<file path="src/rtl/rom_bist_sig_ctrl.sv">
// ROM BIST initiator: sweeps every ROM word in ascending order, compacts the
// returned data into a MISR and compares it against a latched expected value.
module rom_bist_sig_ctrl #(
  parameter int                  ROM_ADDR   = 11,
  parameter int                  ROM_WORDS  = 2048,
  parameter int                  ROM_BITS   = 32,
  parameter int                  RD_LATENCY = 1,
  parameter int                  SETUP_CYC  = 4,
  parameter logic [ROM_BITS-1:0] MISR_POLY  = 32'h04C11DB7,
  parameter logic [ROM_BITS-1:0] MISR_SEED  = 32'hFFFFFFFF
) (
  input  logic                BIST_CLK_ROM_IN,
  input  logic                BIST_RST_ROM_B,
  input  logic                BIST_START,
  input  logic [ROM_BITS-1:0] BIST_EXP_SIG,
  output logic                BIST_ROM_ENABLE,
  output logic [ROM_ADDR-1:0] BIST_ADDR_ROM_IN,
  output logic                BIST_REN_ROM,
  input  logic [ROM_BITS-1:0] DATA_ROM_OUT,
  output logic                BIST_BUSY,
  output logic                BIST_DONE,
  output logic                BIST_PASS,
  output logic [ROM_BITS-1:0] BIST_SIG
);

  localparam int CW = $clog2(SETUP_CYC + RD_LATENCY + 1);
  localparam logic [CW-1:0]       SETUP_LAST = CW'(SETUP_CYC - 1);
  localparam logic [CW-1:0]       DRAIN_LAST = CW'(RD_LATENCY - 1);
  localparam logic [ROM_ADDR-1:0] ADDR_LAST  = ROM_ADDR'(ROM_WORDS - 1);

  typedef enum logic [2:0] {
    S_IDLE, S_SETUP, S_READ, S_DRAIN, S_CMP, S_DONE
  } state_t;

  state_t              r_state;
  state_t              w_nxt;
  logic [CW-1:0]       r_cnt;
  logic [CW-1:0]       w_cnt_nxt;
  logic [ROM_ADDR-1:0] r_addr;
  logic [ROM_ADDR-1:0] w_addr_nxt;
  logic                r_en;
  logic                r_ren;
  logic                r_busy;
  logic                r_done;
  logic                r_pass;
  logic [ROM_BITS-1:0] r_misr;
  logic [ROM_BITS-1:0] r_exp;
  logic [RD_LATENCY-1:0] r_vld;
  logic [RD_LATENCY:0]   w_vld_sh;
  logic                w_start;
  logic                w_en_nxt;
  logic                w_ren_nxt;
  logic                w_busy_nxt;
  logic                w_done_nxt;
  logic                w_upd;
  logic [ROM_BITS-1:0] w_misr_nxt;

  always_ff @(posedge BIST_CLK_ROM_IN or negedge BIST_RST_ROM_B) begin
    if (!BIST_RST_ROM_B) r_state <= S_IDLE;
    else                 r_state <= w_nxt;
  end

  // Terminal address is compared, never an overflow, so a full
  // 2^ROM_ADDR sweep ends exactly on the all-ones address.
  always_comb begin
    w_nxt = r_state;
    unique case (r_state)
      S_IDLE:  if (BIST_START) w_nxt = S_SETUP;
      S_DONE:  if (BIST_START) w_nxt = S_SETUP;
      S_SETUP: if (r_cnt == SETUP_LAST) w_nxt = S_READ;
      S_READ:  if (r_addr == ADDR_LAST) w_nxt = S_DRAIN;
      S_DRAIN: if (r_cnt == DRAIN_LAST) w_nxt = S_CMP;
      S_CMP:   w_nxt = S_DONE;
      default: w_nxt = S_IDLE;
    endcase
  end

  always_comb begin
    w_start    = (r_state == S_IDLE || r_state == S_DONE) && BIST_START;
    w_en_nxt   = w_nxt == S_SETUP || w_nxt == S_READ || w_nxt == S_DRAIN;
    w_ren_nxt  = w_nxt == S_READ;
    w_busy_nxt = w_en_nxt || w_nxt == S_CMP;
    w_done_nxt = w_nxt == S_DONE;
    w_addr_nxt = '0;
    if (r_state == S_READ && w_nxt == S_READ)
      w_addr_nxt = r_addr + 1'b1;
    w_cnt_nxt = '0;
    if (w_nxt == r_state && (r_state == S_SETUP || r_state == S_DRAIN))
      w_cnt_nxt = r_cnt + 1'b1;
    w_vld_sh   = {r_vld, r_ren};
    w_upd      = r_vld[RD_LATENCY-1];
    w_misr_nxt = {r_misr[ROM_BITS-2:0], 1'b0}
               ^ (r_misr[ROM_BITS-1] ? MISR_POLY : '0)
               ^ DATA_ROM_OUT;
  end

  // The signature register reads 0 out of reset and is seeded on run accept.
  always_ff @(posedge BIST_CLK_ROM_IN or negedge BIST_RST_ROM_B) begin
    if (!BIST_RST_ROM_B) begin
      r_cnt  <= '0;
      r_addr <= '0;
      r_en   <= 1'b0;
      r_ren  <= 1'b0;
      r_busy <= 1'b0;
      r_done <= 1'b0;
      r_pass <= 1'b0;
      r_vld  <= '0;
      r_misr <= '0;
      r_exp  <= '0;
    end else begin
      r_cnt  <= w_cnt_nxt;
      r_addr <= w_addr_nxt;
      r_en   <= w_en_nxt;
      r_ren  <= w_ren_nxt;
      r_busy <= w_busy_nxt;
      r_done <= w_done_nxt;
      r_vld  <= w_vld_sh[RD_LATENCY-1:0];
      if (w_start) begin
        r_exp  <= BIST_EXP_SIG;
        r_misr <= MISR_SEED;
        r_pass <= 1'b0;
      end else begin
        if (w_upd) r_misr <= w_misr_nxt;
        if (r_state == S_CMP) r_pass <= r_misr == r_exp;
      end
    end
  end

  assign BIST_ROM_ENABLE  = r_en;
  assign BIST_ADDR_ROM_IN = r_addr;
  assign BIST_REN_ROM     = r_ren;
  assign BIST_BUSY        = r_busy;
  assign BIST_DONE        = r_done;
  assign BIST_PASS        = r_pass;
  assign BIST_SIG         = r_misr;

endmodule

</file>
<file path="config.mk">
export PLATFORM = sky130hd
export DESIGN_NAME = rom_bist_sig_ctrl
export DESIGN_NICKNAME = d
export VERILOG_FILES = /design/src/rtl/rom_bist_sig_ctrl.sv
export SDC_FILE = /design/constraint.sdc
export NUM_CORES = 1
export LEC_CHECK = 0
export CORE_MARGIN = 2
export CORE_UTILIZATION = 35
export CTS_CLUSTER_DIAMETER = 100
export DETAILED_ROUTE_END_ITERATION = 10
export GPL_TIMING_DRIVEN = 1
export MAX_ROUTING_LAYER = met4
export PLACE_DENSITY = 0.71
export SYNTH_ARGS = -nofsm -noshare
export SYNTH_HDL_FRONTEND = slang
export SYNTH_SLANG_ARGS = --single-unit
</file>
<file path="constraint.sdc">
create_clock -name BIST_CLK_ROM_IN -period 4 [get_ports BIST_CLK_ROM_IN]
set_input_delay 1 -clock BIST_CLK_ROM_IN [delete_from_list [all_inputs] [get_ports BIST_CLK_ROM_IN]]
set_output_delay 1 -clock BIST_CLK_ROM_IN [all_outputs]
set_load 0.005 [all_outputs]
</file>
==> Yosys cells after proc, flatten, opt, wreduce, memory -nomap -nowiden <==
Index checks and enable logic that the tools add are counted.
{ "totals": {"elab_cells": 54, "output_inout_bits": 48, "regBits": 87, "input_bits": 67} }
{ "op_classes": {"n_reduce_logical": 13, "eq_ne": 14, "n_mux": 12, "bitwise": 2, "add_sub_neg": 2} }
{ "ops": {"columns": ["op", "count"], "rows": [
  ["2-to-1 mux 32 bit", 2],
  ["== test 32 bit", 1],
  ["XOR 32 x 27 -> 32 bit", 1],
  ["XOR 32 bit", 1],
  ["2-to-1 mux 27 bit", 1],
  ["== test 3 x 2 -> 1 bit (second input constant)", 5],
  ["2-to-1 mux 3 bit", 5],
  ["one-hot mux 3 bit (5 select lines)", 1],
  ["== test 3 bit (second input constant)", 4],
  ["adder 11 x 1 -> 11 bit (second input constant)", 1],
  ["== test 11 bit (second input constant)", 1],
  ["2-to-1 mux 11 bit", 1],
  ["== test 3 x 1 -> 1 bit (second input constant)", 2],
  ["zero test 3 bit", 2],
  ["logical OR 1 bit", 5],
  ["nonzero test 2 bit", 2],
  ["adder 3 x 1 -> 3 bit (second input constant)", 1],
  ["== test 3 bit", 1],
  ["logical AND 1 bit", 3],
  ["2-to-1 mux 1 bit", 2],
  ["OR reduction 2 bit", 1]
]} }

==> Depth between registers and ports, before layout <==
Gate-level depths: netlist of the first run.
{ "depth": {"depth_word": 7, "ltp_mapped": 7} }

==> Worst setup path before layout of the first run <==
Ideal clock, no wire load.
{ "synth_timing": {"path_type": "input to register", "startpoint": "input port BIST_START", "endpoint": "register r_cnt[0]", "path_slack_ns": 2.071, "path_stages": 4, "n_path_buf": 0, "setup_ns": 0.072, "arrival_ns": 1.857, "path_cell_list": "a21oi_1 a31o_4 or4_4 nor2_1"} }
{ "synth_between": {"elab_chain_len": 5} }
{ "synth_rtl": {"columns": ["item", "line_no", "text"], "rows": [
  ["from (decl)", "14", "input logic BIST_START,"],
  ["2-to-1 mux 3 bit", "68, 69", null],
  ["one-hot mux 3 bit (5 select lines)", "67", "unique case (r_state)"],
  ["net w_nxt[2]", "36", "state_t w_nxt;"],
  ["== test 3 bit", "88", "if (w_nxt == r_state && (r_state == S_SETUP || r_state == S_DRAIN))"],
  ["logical AND 1 bit", "88", null],
  ["2-to-1 mux 3 bit", "88", null],
  ["net w_cnt_nxt[0]", "38", "logic [CW-1:0] w_cnt_nxt;"],
  ["to (signal assigned)", "111", "r_cnt <= w_cnt_nxt;"],
  ["to (decl)", "37", "logic [CW-1:0] r_cnt;"]
]} }
The timed path passes the listed nets, and every way through them passes these cells.
A chain may end at the register's enable or synchronous reset.

==> Final worst setup path of the first run <==
{ "layout_timing": {"startpoint": "register r_misr[9], in the netlist BIST_SIG[9]", "endpoint": "output port BIST_SIG[9]"} }
{ "layout_lines": {"columns": ["item", "line_no", "text"], "rows": [
  ["from (decl)", "46", "logic [ROM_BITS-1:0] r_misr;"],
  ["from (signal assigned)", "123", "if (w_upd) r_misr <= w_misr_nxt;"],
  ["to (decl)", "23", "output logic [ROM_BITS-1:0] BIST_SIG"]
]} }
No word-level cell between the ends.

==> flow_metrics.tcl, run 1 <==
set metrics [dict create \
    run_status "complete, no violations" \
    htreeDepth 3 \
    die-area_um2 13100 \
    core_area_um2 12000 \
    fin_hold_ws_ns 0.398 \
    nNetsFinal 640 \
    drc 0 \
    placed_area_um2 5500 \
    synthArstFlopShare_pct 100 \
    ys_seq_area_share_pct 51.0 \
    critPathLaunchType "flip-flop" \
    crit_buf_inv 1 \
    hold_path_class "reg -> reg" \
    die_w_um 114 \
    drive_above_1_share_pct 4.53 \
    setup_tns_ns 0 \
    yosysUniqueCellTypes 36 \
    comb_power_share_pct 40.6 \
    cts_setup_buffers 0 \
    antenna_found_initial 0 \
    num_vias 3422 \
    switching_share_pct 37.7 \
    place_congestion 0.824 \
    cts_tree "done" \
    cts_max_path_buffers 2 \
    clkPwrFrac_pct 18.9 \
    path_class "reg -> out" \
    drt_iter0_drc 262 \
    cts.sink_count 87 \
    setup_viol 0 \
    synth_cells 465 \
    overflow 0 \
    holdBufCountCts 0 \
    skew_ns 0.0149 \
    dp_hpwl_um 7540 \
    final_core_util_pct 48.2 \
    insertion_delay_ns 0.33 \
    ir_worst_vdd_uv 296 \
    root_buffer "clkbuf_16" \
    syn-cell-area_um2 4270 \
    rows 40 \
    cts.clk_slew.worst_paths_ns 0.07 \
    power.leakage_nw 2.35 \
    chipHeight_um 114 \
    synth_top_cell_by_area "dfrtp_1" \
    seqPwrFrac_pct 40.5 \
    critical_path.max_stage_delay_ns 0.55 \
    path_delay_family "buffers and inverters" \
    routed_wl_um 10700 \
    grt_pass1_vias 3477 \
    worstMarginPinSlew_ns 1.07 \
    critPathSlowestCell "clkdlybuf4s50_1" \
    slew_headroom_pct 28.9 \
    syn_nets 536 \
    synth-main-ff-cell "dfrtp_1" \
    switchingPower_mw 1.52 \
    fin_area_um2 5770 \
    portBuffers 114 \
    end_kind "output pin" \
    drt_pre_antenna_iters 7 \
    fmax_mhz 426 \
    synth_area_leaders "dfrtp_1 (51%), nand2_1 (14%), xnor2_1 (9.4%), xor2_1 (8.4%), o21ai_0 (3.8%)" \
    hold_viol 0 \
    crit_chain "clkdlybuf4s50_1" \
    fin_cells 721 \
    worstPathArrival_ns 1.35 \
    yosys.area.top_type_share_pct 51.0 \
    power.density_nw_per_um2 701 \
    antenna_cells 0 \
    grt_pass1_wl_um 17300 \
    critical_path.max_fanout 4 \
    postCtsResizedCells 0 \
    worstPathRequired_ns 3.00 \
    syn_avg_cell_area_um2 9.18 \
    vias_per_cell 4.75 \
    ys_ff_latch 87 \
    antenna_left 0 \
    grt_max_degree 88 \
    period_minus_slack_ns 2.35 \
    track_usage_pct 17.4 \
    ios 115 \
    maxCapViolCount 0 \
    finalMaxSlewViolations 0 \
    internal_power_mw 2.52 \
    post-route-period-util_pct 58.7 \
    synthToLayoutAreaGrowth_pct 35.2 \
    yosysWarnings 0 \
    synth-edff-count 0 \
    nFillCells 1136 \
    dp_cells 705 \
    rsz0062_at_grt "no" \
    numCtsBuffers 9 \
    wl_per_cell_um 14.9 \
    start_util_pct 35.7 \
]
## sequential cells by signal, indices dropped and copies added (netlist names), 3 cells and up
name	cells
BIST_SIG	32
r_exp	32
BIST_ADDR_ROM_IN	11
r_cnt	3
r_state	3
## cell type report
| type | count | area (um2) | share of cell area, % |
|---|---|---|---|
| flip-flops and latches | 87 | 2180 | 37.8 |
| multi-input cells | 346 | 1940 | 33.7 |
| repair buffers | 117 | 1160 | 20.1 |
| clock buffers | 10 | 229 | 3.97 |
| well taps | 147 | 184 | 3.19 |
| clock inverters | 6 | 45.0 | 0.781 |
| inverters | 8 | 30.0 | 0.520 |
## placed cells by master (no fill, tap or decap), drive strengths merged
cell           count
nand2            164
clkdlybuf4s50    113
dfrtp             87
xnor2             46
xor2              41
o21ai             33
nor2              17
clkbuf            10
inv                9
nand3              7
nor4               6
a21oi              4
nand4              4
ha                 4
buf                4
nor2b              4
clkinvlp           3
and3               2
nand2b             2
clkinv             2
a211oi             1
o22ai              1
a41oi              1
a31o               1
a311oi             1
and2               1
a21o               1
or4                1
or2                1
and3b              1
nand3b             1
nor3               1
## logic make-up (layout without fill, tap and decap cells)
| group | count (synthesis) | after routing | synth area share (%) |
|---|---|---|---|
| flip-flops | 87 | 87 | 51.0 |
| AO/OA/AOI/OAI | 43 | 43 | 5.66 |
| adder cells (fa/ha/maj) | 4 | 4 | 1.17 |
| buffers and inverters | 32 | 141 | 3.46 |
| XOR/XNOR | 87 | 87 | 17.9 |
| AND/OR/NAND/NOR | 212 | 212 | 20.8 |
## final timing paths
check,from,endpoint,slack [ns],cells past startpoint
setup / recovery,BIST_SIG[9]$_DFFE_PN0P_,BIST_SIG[9],1.65,1
hold / removal,BIST_REN_ROM$_DFF_PN0_,r_vld$_DFF_PN0_,0.40,0
setup reg to reg,BIST_ADDR_ROM_IN[0]$_DFF_PN0_,BIST_ADDR_ROM_IN[5]$_DFF_PN0_,2.17,6
hold reg to reg,BIST_REN_ROM$_DFF_PN0_,r_vld$_DFF_PN0_,0.40,0
max in group asynchronous,BIST_RST_ROM_B,r_vld$_DFF_PN0_,2.39,1
min in group asynchronous,BIST_RST_ROM_B,BIST_SIG[12]$_DFFE_PN0P_,0.88,1
## per-layer routing
metal / global-route usage [%] / vias up / wire length [um]
li1: - / 1675 / -
met1: 21.5 / 1629 / 4630
met2: 28.4 / 110 / 5200
met3: 5.29 / 8 / 812
met4: 3.33 / 0 / 106
met5: - / - / 0
## per-stage QoR
| step | setup slack, ns | total power, mW |
|---|---|---|
| 2_1_floorplan | 2.07 | 2.60 |
| 5_1_grt | 1.62 | 4.35 |
| 3_5_place_dp | 1.37 | 3.29 |
| 6_report | 1.65 | 4.04 |
| 3_3_place_gp | 1.46 | 3.25 |
| 4_1_cts | 1.65 | 4.08 |
## power groups by stage
stage	combinational (mW)	sequential (mW)	clock, mW
after floorplan	1.08	1.51	0
final	1.64	1.64	0.764
after detailed placement	1.64	1.65	0
after CTS	1.67	1.64	0.780
after global placement	1.61	1.64	0
after global routing	1.84	1.70	0.819
## synth_stat cells (4+ instances only)
cell	count
clkbuf_1	7
nand2_1	164
nand3_1	7
buf_2	7
a21oi_1	4
nand4_1	4
dfrtp_1	87
inv_1	8
xnor2_1	46
nor4_1	5
xor2_1	41
nor2_1	17
ha_1	4
buf_1	7
o21ai_0	32
Note: power is estimated with default switching activity, not from simulation.
==> run 2: changes to the inputs <==
- clock period: 4 -> 2.2 ns (I/O delays scaled with it)
==> run 2 against run 1 <==
Die area did not move. Sequential power rose by 80%. Via count rose by 1.4%. Register-to-register slack got worse by 1.8 ns. First-iteration DRC count fell by 14%. Final area rose by 1.1%. Flip-flop and latch count did not move. Power rose by 84%. Combinational power rose by 84%. Critical endpoint is now BIST_SIG[2]. Largest cell class unchanged. Largest power group is now combinational logic.
==> flow_metrics.tcl, run 2 (same netlist as run 1, synthesis figures left out) <==
set metrics [dict create \
    switching_share_pct 37.5 \
    antenna_left 0 \
    switchingPower_mw 2.79 \
    die-area_um2 13100 \
    drive_above_1_share_pct 5.20 \
    grt_pass1_vias 3422 \
    numCtsBuffers 9 \
    start_util_pct 35.7 \
    nFillCells 1111 \
    critPathLaunchType "flip-flop" \
    seqPwrFrac_pct 39.8 \
    htreeDepth 3 \
    comb_power_share_pct 40.6 \
    cts_setup_buffers 0 \
    cts.clk_slew.worst_paths_ns 0.07 \
    root_buffer "clkbuf_16" \
    reg2regPathDepth 6 \
    internal_power_mw 4.65 \
    portBuffers 114 \
    crit_chain "clkdlybuf4s50_1" \
    cts.sink_count 87 \
    maxCapViolCount 0 \
    insertion_delay_ns 0.34 \
    grt_pass1_wl_um 17300 \
    hold_path_class "in -> async" \
    die_w_um 114 \
    critical_path.max_fanout 4 \
    routed_wl_um 10600 \
    worstMarginPinSlew_ns 0.937 \
    postCtsResizedCells 0 \
    critPathSlowestCell "clkdlybuf4s50_1" \
    fin_cells 724 \
    path_delay_family "buffers and inverters" \
    nNetsFinal 643 \
    run_status "complete, no violations" \
    setup_tns_ns 0 \
    drc 0 \
    clkPwrFrac_pct 19.6 \
    drt_pre_antenna_iters 5 \
    dp_hpwl_um 7700 \
    track_usage_pct 17.4 \
    end_kind "output pin" \
    setup_viol 0 \
    final_common_cell "nand2_1" \
    wl_per_cell_um 14.7 \
    dp_cells 708 \
    antenna_found_initial 0 \
    post-route-period-util_pct 86.5 \
    holdBufCountCts 0 \
    ir_worst_vdd_uv 497 \
    cts_tree "done" \
    num_vias 3471 \
    period_minus_slack_ns 1.90 \
    critical_path.max_stage_delay_ns 0.54 \
    antenna_cells 0 \
    worstPathRequired_ns 1.65 \
    crit_start "BIST_SIG[2]$_DFFE_PN0P_" \
    hold_viol 0 \
    cts_max_path_buffers 2 \
    vias_per_cell 4.79 \
    regArea_um2 2180 \
    skew_ns 0.00999 \
    timing.rr.start "BIST_ADDR_ROM_IN[0]$_DFF_PN0_" \
    multi_input_area_um2 1940 \
    crit_buf_inv 1 \
    slew_headroom_pct 37.5 \
    finalMaxSlewViolations 0 \
    mostFrequentLayoutCells "nand2_1 (164), clkdlybuf4s50_1 (113), dfrtp_1 (86)" \
    core_area_um2 12000 \
    overflow 0 \
    worstPathArrival_ns 1.35 \
    chipHeight_um 114 \
    fmax_mhz 525 \
    power.leakage_nw 2.39 \
    place_congestion 0.897 \
    path_class "reg -> out" \
    drt_iter0_drc 225 \
    crit_cells 1 \
    grt_max_degree 66 \
    synthToLayoutAreaGrowth_pct 36.7 \
    rows 40 \
    rsz0062_at_grt "no" \
    power.density_nw_per_um2 1280 \
    ios 115 \
]
## run 2: cell types whose count changed in the layout (fill, tap and decap cells not counted)
cell,previous run,this run
buf_12,0,2
buf_4,4,5
clkbuf_1,1,0
clkbuf_8,0,1
clkinv_2,1,0
clkinv_4,1,2
clkinvlp_4,3,2
inv_8,0,1
## run 2: final cells by class
type / count / share of cell area (%)
Sequential cell: 87 / 37.3
Multi-Input combinational cell: 346 / 33.3
Timing Repair Buffer: 120 / 20.7
Clock buffer: 10 / 4.10
Tap cell: 147 / 3.15
Clock inverter: 6 / 0.901
Inverter: 8 / 0.515
## run 2: metal layers
metal / track usage, % / routed length [um] / up-vias
met3: 5.19 / 625 / 7
met1: 22.6 / 4900 / 1678
li1: - / - / 1682
met4: 3.66 / 62 / 0
met2: 27.2 / 5030 / 104
met5: - / 0 / -
## run 2: path summary, 6_finish.rpt
kind                            slack, ns                             to
worst max register to register       0.39  BIST_ADDR_ROM_IN[6]$_DFF_PN0_
worst min-delay path                 0.11       BIST_SIG[11]$_DFFE_PN0P_
worst min register to register       0.40                r_vld$_DFF_PN0_
min in group BIST_CLK_ROM_IN         0.40                r_vld$_DFF_PN0_
max in group asynchronous            1.44                r_vld$_DFF_PN0_
worst max-delay path                 0.30                    BIST_SIG[2]
## run 2: power by group through the flow
stage               registers [mW]  logic (mW)  clock network (mW)
global placement              2.98        2.98                   0
global route                  3.07        3.39                1.57
finish                        2.96        3.02                1.45
detailed placement            3.00        3.03                   0
CTS                           2.97        3.07                1.50
floorplan                     2.75        1.97                   0
## run 2: through the flow
stage	util (%)	hold WS, ns	total power [mW]	setup slack, ns	area, um2
global route	48.8	0.128	8.03	0.243	5830
global placement	46.3	0.396	5.96	0.132	5540
floorplan	-	0.254	4.72	0.630	4270
detailed placement	46.3	0.390	6.03	0.0826	5540
CTS	48.8	0.111	7.54	0.290	5830
finish	48.8	0.114	7.44	0.296	5830
==> run 3: changes to the inputs <==
- SKIP_LAST_GASP: not set -> 1
==> results of run 3 <==
Same layout as run 2: the final DEF is identical, and so are final timing and power.
